==> config.mk <==
export PLATFORM = sky130hd
export DESIGN_NAME = uart_rx
export DESIGN_NICKNAME = d
export VERILOG_FILES = /design/src/rtl/uart_rx.sv
export SDC_FILE = /design/constraint.sdc
export NUM_CORES = 1
export LEC_CHECK = 0
export ABC_AREA = 1
export BUFFER_PORTS_ARGS = -buffer_cell sky130_fd_sc_hd__clkbuf_2
export CAP_MARGIN = 10
export CELL_PAD_IN_SITES_DETAIL_PLACEMENT = 1
export CELL_PAD_IN_SITES_GLOBAL_PLACEMENT = 1
export CORE_UTILIZATION = 30
export DETAILED_ROUTE_END_ITERATION = 6
export PLACE_DENSITY_LB_ADDON = 0.1
export SLEW_MARGIN = 20
export SYNTH_ARGS = -nofsm -noshare
export SYNTH_HDL_FRONTEND = slang
export SYNTH_SLANG_ARGS = --single-unit
==> constraint.sdc <==
create_clock -name i_clk -period 1.6 [get_ports i_clk]
set_clock_uncertainty 0.15 [all_clocks]
set_input_delay 0 -clock i_clk [delete_from_list [all_inputs] [get_ports i_clk]]
set_output_delay 0 -clock i_clk [all_outputs]
set_load 0.01 [all_outputs]
==> src/rtl/uart_rx.sv <==
// rtl/uart_rx.sv - 8N1 UART receiver: oversampled rx, valid/ready byte output, framing and overrun flags
module uart_rx #(
    parameter int CLKS_PER_BIT = 104
) (
    input  logic       i_clk,
    input  logic       i_rst_n,
    input  logic       i_rx,
    output logic [7:0] o_data,
    output logic       o_valid,
    input  logic       i_ready,
    output logic       o_frame_err,
    output logic       o_overrun
);
    localparam int CW = $clog2(CLKS_PER_BIT);
    // Last count of the half-bit wait in START and of a full bit period elsewhere
    localparam logic [CW-1:0] HALF_LAST = CW'(CLKS_PER_BIT / 2 - 1);
    localparam logic [CW-1:0] FULL_LAST = CW'(CLKS_PER_BIT - 1);

    typedef enum logic [2:0] {
        S_IDLE  = 3'd0,
        S_START = 3'd1,
        S_DATA  = 3'd2,
        S_STOP  = 3'd3,
        S_BREAK = 3'd4
    } state_t;

    state_t        r_state;
    state_t        w_next;

    logic          r_sync1;
    logic          r_sync2;
    logic          w_rx_s;

    logic [CW-1:0] r_cnt;
    logic [2:0]    r_idx;
    logic [7:0]    r_shift;
    logic [7:0]    r_data;
    logic          r_valid;
    logic          r_frame_err;
    logic          r_overrun;

    logic          w_cnt_done;
    logic          w_cnt_run;
    logic          w_start_ok;
    logic          w_bit_sample;
    logic          w_frame_ok;
    logic          w_frame_bad;
    logic          w_load;
    logic          w_drop;

    assign w_rx_s = r_sync2;

    // START waits half a bit so every later sample lands mid-bit
    assign w_cnt_done = (r_state == S_START) ? (r_cnt == HALF_LAST) : (r_cnt == FULL_LAST);

    // A new byte loads when the holding register is empty or is being emptied this cycle
    assign w_load = w_frame_ok && (!r_valid || i_ready);
    assign w_drop = w_frame_ok && r_valid && !i_ready;

    // Two-flop synchronizer; flops reset to the idle line level
    always_ff @(posedge i_clk or negedge i_rst_n) begin
        if (!i_rst_n) begin
            r_sync1 <= 1'b1;
            r_sync2 <= 1'b1;
        end else begin
            r_sync1 <= i_rx;
            r_sync2 <= r_sync1;
        end
    end

    // FSM state register
    always_ff @(posedge i_clk or negedge i_rst_n) begin
        if (!i_rst_n) begin
            r_state <= S_IDLE;
        end else begin
            r_state <= w_next;
        end
    end

    // FSM next-state logic
    always_comb begin
        w_next = r_state;
        case (r_state)
            S_IDLE: begin
                if (!w_rx_s) w_next = S_START;
            end
            S_START: begin
                if (w_cnt_done) w_next = w_rx_s ? S_IDLE : S_DATA;
            end
            S_DATA: begin
                if (w_cnt_done && (r_idx == 3'd7)) w_next = S_STOP;
            end
            S_STOP: begin
                if (w_cnt_done) w_next = w_rx_s ? S_IDLE : S_BREAK;
            end
            S_BREAK: begin
                if (w_rx_s) w_next = S_IDLE;
            end
            default: w_next = S_IDLE;
        endcase
    end

    // FSM outputs: counter enable and the sampling / frame-end strobes
    always_comb begin
        w_cnt_run    = 1'b0;
        w_start_ok   = 1'b0;
        w_bit_sample = 1'b0;
        w_frame_ok   = 1'b0;
        w_frame_bad  = 1'b0;
        case (r_state)
            S_START: begin
                w_cnt_run  = 1'b1;
                w_start_ok = w_cnt_done && !w_rx_s;
            end
            S_DATA: begin
                w_cnt_run    = 1'b1;
                w_bit_sample = w_cnt_done;
            end
            S_STOP: begin
                w_cnt_run   = 1'b1;
                w_frame_ok  = w_cnt_done && w_rx_s;
                w_frame_bad = w_cnt_done && !w_rx_s;
            end
            default: begin
                w_cnt_run = 1'b0;
            end
        endcase
    end

    // Bit-period counter, bit index and LSB-first shift register
    always_ff @(posedge i_clk or negedge i_rst_n) begin
        if (!i_rst_n) begin
            r_cnt   <= '0;
            r_idx   <= 3'd0;
            r_shift <= 8'h00;
        end else begin
            if (w_cnt_run && !w_cnt_done) begin
                r_cnt <= r_cnt + CW'(1);
            end else begin
                r_cnt <= '0;
            end
            if (w_start_ok) begin
                r_idx <= 3'd0;
            end else if (w_bit_sample) begin
                r_idx <= r_idx + 3'd1;
            end
            if (w_bit_sample) begin
                r_shift <= {w_rx_s, r_shift[7:1]};
            end
        end
    end

    // Output holding register and one-cycle error pulses
    always_ff @(posedge i_clk or negedge i_rst_n) begin
        if (!i_rst_n) begin
            r_data      <= 8'h00;
            r_valid     <= 1'b0;
            r_frame_err <= 1'b0;
            r_overrun   <= 1'b0;
        end else begin
            if (w_load) begin
                r_data  <= r_shift;
                r_valid <= 1'b1;
            end else if (r_valid && i_ready) begin
                r_valid <= 1'b0;
            end
            r_frame_err <= w_frame_bad;
            r_overrun   <= w_drop;
        end
    end

    assign o_data      = r_data;
    assign o_valid     = r_valid;
    assign o_frame_err = r_frame_err;
    assign o_overrun   = r_overrun;

endmodule

; ---- Yosys cells after proc, flatten, opt, wreduce, memory -nomap -nowiden
; Index checks and enable logic that the tools add are counted.
[op_classes]
n_eq_ne = 12
n_reduce_logical = 18
n_addsub = 2
mux = 19
[op_table]
columns = op, n
row1 = 3-bit two-way mux, 8
row2 = 3-bit one-hot mux with 5 select lines, 1
row3 = 2-bit != test (second input constant), 5
row4 = 1-bit logical AND, 8
row5 = 1-bit two-way mux, 8
row6 = 7-bit by 1-bit adder with 7-bit output (second input constant), 1
row7 = 7-bit by 6-bit == test with 1-bit output (second input constant), 1
row8 = 7-bit == test (second input constant), 1
row9 = 7-bit two-way mux, 1
row10 = 3-bit by 2-bit == test with 1-bit output (second input constant), 2
row11 = 3-bit == test (second input constant), 2
row12 = 5-bit AND reduction, 1
row13 = 1-bit zero test, 4
row14 = 2-bit nonzero test, 2
row15 = 3-bit by 1-bit adder with 3-bit output (second input constant), 1
row16 = 3-bit by 1-bit == test with 1-bit output (second input constant), 1
row17 = 3-bit zero test, 1
row18 = 3-bit OR reduction, 1
row19 = 2-bit two-way mux, 1
row20 = 1-bit logical OR, 1
[totals]
out_inout_bits = 11
wordCells = 61
input_bits = 4
register_bits = 34

; ---- Logic depth before layout (Yosys ltp)
[depth]
depth_word = 6
ltp_mapped = 10
mapped_depth_nobuf = 9

; ---- Worst setup path after synthesis
; OpenSTA, ideal clock, no wires.
[synth_path]
path_type = reg-to-reg
start = register r_state[2]
end = register r_data[5], in the netlist o_data[5]
slack_ns = 0.036
path_buffers = 1
period_less_slack_ns = 1.564
stages_incl_launch_ff = 10
required_ns = 1.333
arrival_ns = 1.297
setup_ns = 0.117
cell_sequence = dfrtp_1 -> nor2_4 -> nand3_1 -> nand2_1 -> nand3_4 -> clkinv_2 -> nand3_4 -> buf_6 -> nand2_2 -> o21ai_2
[synth_between]
elab_chain_len = 5
elab_cells_between_ends = 6
cone_classes = 2 x eq/ne / 2 x mux / 2 x reduce/logical
[synth_rtl]
columns = item, line
row1 = "start, declared", 27  ; state_t r_state;
row2 = "start signal, assigned", 76  ; r_state <= w_next;
row3 = 3-bit by 1-bit == test with 1-bit output, 54  ; assign w_cnt_done = (r_state == S_START) ? (r_cnt == HALF_LAST) : (r_cnt == FULL_LAST);
row4 = 1-bit two-way mux, 54
row5 = 1-bit logical AND, 121  ; w_frame_ok = w_cnt_done && w_rx_s;
row6 = 1-bit two-way mux (*), 110  ; case (r_state)
row7 = 1-bit logical AND (*), 57  ; assign w_load = w_frame_ok && (!r_valid || i_ready);
row8 = "end signal, assigned", 162  ; r_data <= r_shift;
row9 = "end, declared", 37  ; logic [7:0] r_data;
; Mark *: on every way between the ends. The rest lies on a longest branch, timed or not.
; A chain may end at the register's enable or synchronous reset.

; ---- Worst setup path after layout
[layout_path]
start = register r_state[2]
end = register r_idx[2]
[layout_between]
elab_chain_len = 5
elab_cells_between_ends = 8
cone_classes = 2 x eq/ne / 4 x mux / 2 x reduce/logical
[layout_rtl]
columns = item, line
row1 = 3-bit by 1-bit == test with 1-bit output, "54, 110"
row2 = 1-bit two-way mux, 54
row3 = 1-bit logical AND, 113  ; w_start_ok = w_cnt_done && !w_rx_s;
row4 = 1-bit two-way mux, 110
row5 = 3-bit two-way mux / 2-bit nonzero test (equally long branches), --
row6 = "end signal, assigned", 145  ; r_idx <= r_idx + 3'd1;
row7 = "end, declared", 35  ; logic [2:0] r_idx;
; Several ways; a longest one is shown, not always the timed one.

==> results.yml <==
placed_design:
  dp_hpwl_um: 2530
  port_buffers: 14
  place_ws_ns: -0.0763
  place.gp.congestion: 0.785
pwr:
  leakage_nw: 0.987
  p_per_area_nw_per_um2: 763
  combPwrFrac_pct: 2.4
  swShare_pct: 21.0
  p_seq_share_pct: 55.9
  pwr-share-clk_pct: 41.7
  power_w: 0.00155
  peakVddDrop_mv: 0.326
  switchingPower_w: 0.000325
  internal-power_w: 0.00122
synth:
  synthSimpleGateAreaFrac_pct: 24.2
  yosysTopAreaCellShare_pct: 52.2
  synthXorXnorAreaFrac_pct: 1.14
  yosysWarnings: 0
  synth.avg_cell_area_um2: 9.23
  synthMuxAreaShare_pct: 0
  synth_top_area_cell: "dfrtp_1"
  yosys.area_share.adder_pct: 2.45
  synth-main-ff-cell: "dfrtp_1"
  ys_types: 24
  synth_most_common_cell: "nand2_1"
  synth_edf_count: 0
  async_reset_ff_share_pct: 100
  synth_top_family_by_area: "simple AND/OR/NAND/NOR gates"
  seq_area_frac_synth_pct: 55.7
  synthTopCellsByCount: "42 x nand2_1, 32 x dfrtp_1, 21 x inv_1"
  yosys-top-cells-area: "dfrtp_1 52%, nand2_1 10%, inv_1 5.1%, o21ai_2 4.6%, dfstp_2 3.4%"
  netlist_instances: 166
  synth_compound_area_share_pct: 9.06
  synth-seq-cells: 34
  syn-cell-area_um2: 1530
  synth_nets: 173
worst_setup_path:
  r2r-start: "r_state[2]$_DFFE_PN0P_"
  path_max_fanout: 5
  worstSetupStartpointType: "register"
  r2r-end: "r_idx[2]$_DFFE_PN0P_"
  arrival_ns: 1.62
  rr_worst_depth: 9
  cp_data_required_time_ns: 1.62
  r2r_slack_ns: -0.002
  end_kind: "register"
  crit_type: "register to register"
sta:
  finalMaxSlewViolations: 0
  period_needed_ns: 1.60
  rsz0062_at_grt: "true"
  finalHoldViolCount: 0
  maxSlewHeadroom_pct: 67.3
  final-setup-viol-count: 1
  worst_pin_slew_ns: 0.490
  fin_ws_ns: -0.00189
  max_freq_mhz: 624
  fin_crit_sh_pct: 100
finish:
  drive_gt1_share_pct: 41.1
  nets: 213
  n_antenna_cell: 0
  syn_to_final_growth_pct: 32.4
grt:
  grt_overflow_total: 0
  grt_pass1_wl_um: 6110
  grtUsageTotal_pct: 15.3
  grt_max_degree: 19
  grt_pass1_vias: 1277
  antenna_found_initial: 0
floorplan:
  rows: 25
  die-width_um: 73.5
  die_height_um: 73.5
  fp.coreArea_um2: 4820
  io-pin-count: 15
  die_area_um2: 5400
  start_util_pct: 31.8
clocking:
  clockBufferDepth: 2
  clock_latency_ns: 0.27
  cts.clk_slew.worst_paths_ns: 0.07
  cts_tree: "yes"
  cts.sinks: 34
  cts_buffers: 5
  ctsHtreeMaxLevel: 2
  cts_root_buf: "clkbuf_8"
routing:
  via_per_inst: 4.31
  drtIter0Drc: 25
  dr.pass1.iters: 3
  vias: 1182
  ant_nets: 0
  wl_um: 3470
  wl_per_cell_um: 12.7
  drc_errors: 0
worst_hold_path:
  min_from: "i_ready"
  holdPathEnd: "o_overrun$_DFF_PN0_"
  hold_path_depth: 4
  worst_hold_path_type: "primary input to register"
job:
  drv_cap: 0
run_status:
  violations: "setup timing"
  outcome: "finished with violations"
## critical path: stages (launching register included)
cell and delay (ns):
dfrtp_2 0.44, nor2_4 0.16, nand3_2 0.08, nand2_2 0.09
nand3_4 0.12, nor2_4 0.17, buf_6 0.13, nor2_2 0.04
nand2_1 0.07, nand2_1 0.05
## per-layer routing
layer / part of all wire (%) / GRT usage [%] / wire [µm]
met2: 52 / 25.9 / 1810
met4: 0.78 / 5.13 / 27
met5: 0 / 0 / 0
met1: 45 / 19.0 / 1560
met3: 2.1 / 3.70 / 73
## repair_timing
item                       in CTS  in global routing
setup endpoints to repair      22                 28
pin swaps                       0                  4
hold buffers                    2                  0
cloned                          1                  0
buffers inserted                0                  6
gates resized for setup         7                 27
hold endpoints to repair       35                  0
## placed cells by master (no fill, tap or decap), drive strengths merged, types with 3 or more instances in the layout
master  netlist  layout
nand3        11      12
a21oi         3       3
clkbuf        0      21
buf           3      19
ha            3       3
nand2        46      46
o21ai        18      18
inv          23      24
nor2         17      17
dfrtp        32      32
## how the worst max path moves through the flow
stage	start	slack, ns	endpoint	depth (start not counted)
floorplan	r_state[2]$_DFFE_PN0P_	0.04	o_data[5]$_DFFE_PN0P_	9
global placement	r_cnt[0]$_DFF_PN0_	-0.04	r_cnt[4]$_DFF_PN0_	6
detailed placement	r_state[2]$_DFFE_PN0P_	-0.08	o_data[4]$_DFFE_PN0P_	8
CTS	r_cnt[0]$_DFF_PN0_	-0.04	r_idx[0]$_DFFE_PN0P_	9
global route	r_state[2]$_DFFE_PN0P_	-0.11	r_idx[2]$_DFFE_PN0P_	9
finish	r_state[2]$_DFFE_PN0P_	-0.002	r_idx[2]$_DFFE_PN0P_	9
## kinds of logic after synthesis
| group | Yosys count |
|---|---|
| xor+xnor | 2 |
| compound gates | 21 |
| fa+ha+maj | 3 |
| simple gates | 79 |
| flops | 34 |
| buf+inv | 27 |
## through the flow
stage          instances  instance area [µm²]  hold WS, ns  utilization [%]  setup TNS, ns
2_1_floorplan        166                 1530       -0.446                -              0
5_1_grt              274                 2030       0.0222             42.1          -1.48
3_5_place_dp         257                 1770       -0.157             36.8         -0.839
6_report             274                 2030    0.0000849             42.1       -0.00189
4_1_cts              268                 1920      0.00709             39.9        -0.0783
3_3_place_gp         257                 1770       -0.167             36.8         -0.101
## registers in the layout, summed over array words and instances (netlist names)
name / flops
o_data: 8
o_frame_err: 1
o_overrun: 1
o_valid: 1
r_cnt: 7
r_idx: 3
r_shift: 8
r_state: 3
r_sync1: 1
r_sync2: 1
## final cells by class
class | count | area, µm²
multi-input combinational | 106 | 651
inverter | 24 | 92.6
clock buffer | 7 | 86.3
timing repair buffer | 35 | 256
sequential | 34 | 855
clock inverter | 1 | 5.00
fill | 590 | 2790
tap | 67 | 83.8
## power groups by stage
stage               Sequential, W  Combinational (W)  Clock (W)
finish                   0.000865          0.0000378   0.000646
global placement         0.000881          0.0000344          0
global route             0.000865          0.0000433   0.000700
detailed placement       0.000881          0.0000353          0
CTS                      0.000865          0.0000394   0.000673
floorplan                0.000882         0.00000303          0
Power figures use the tool's default switching activity.
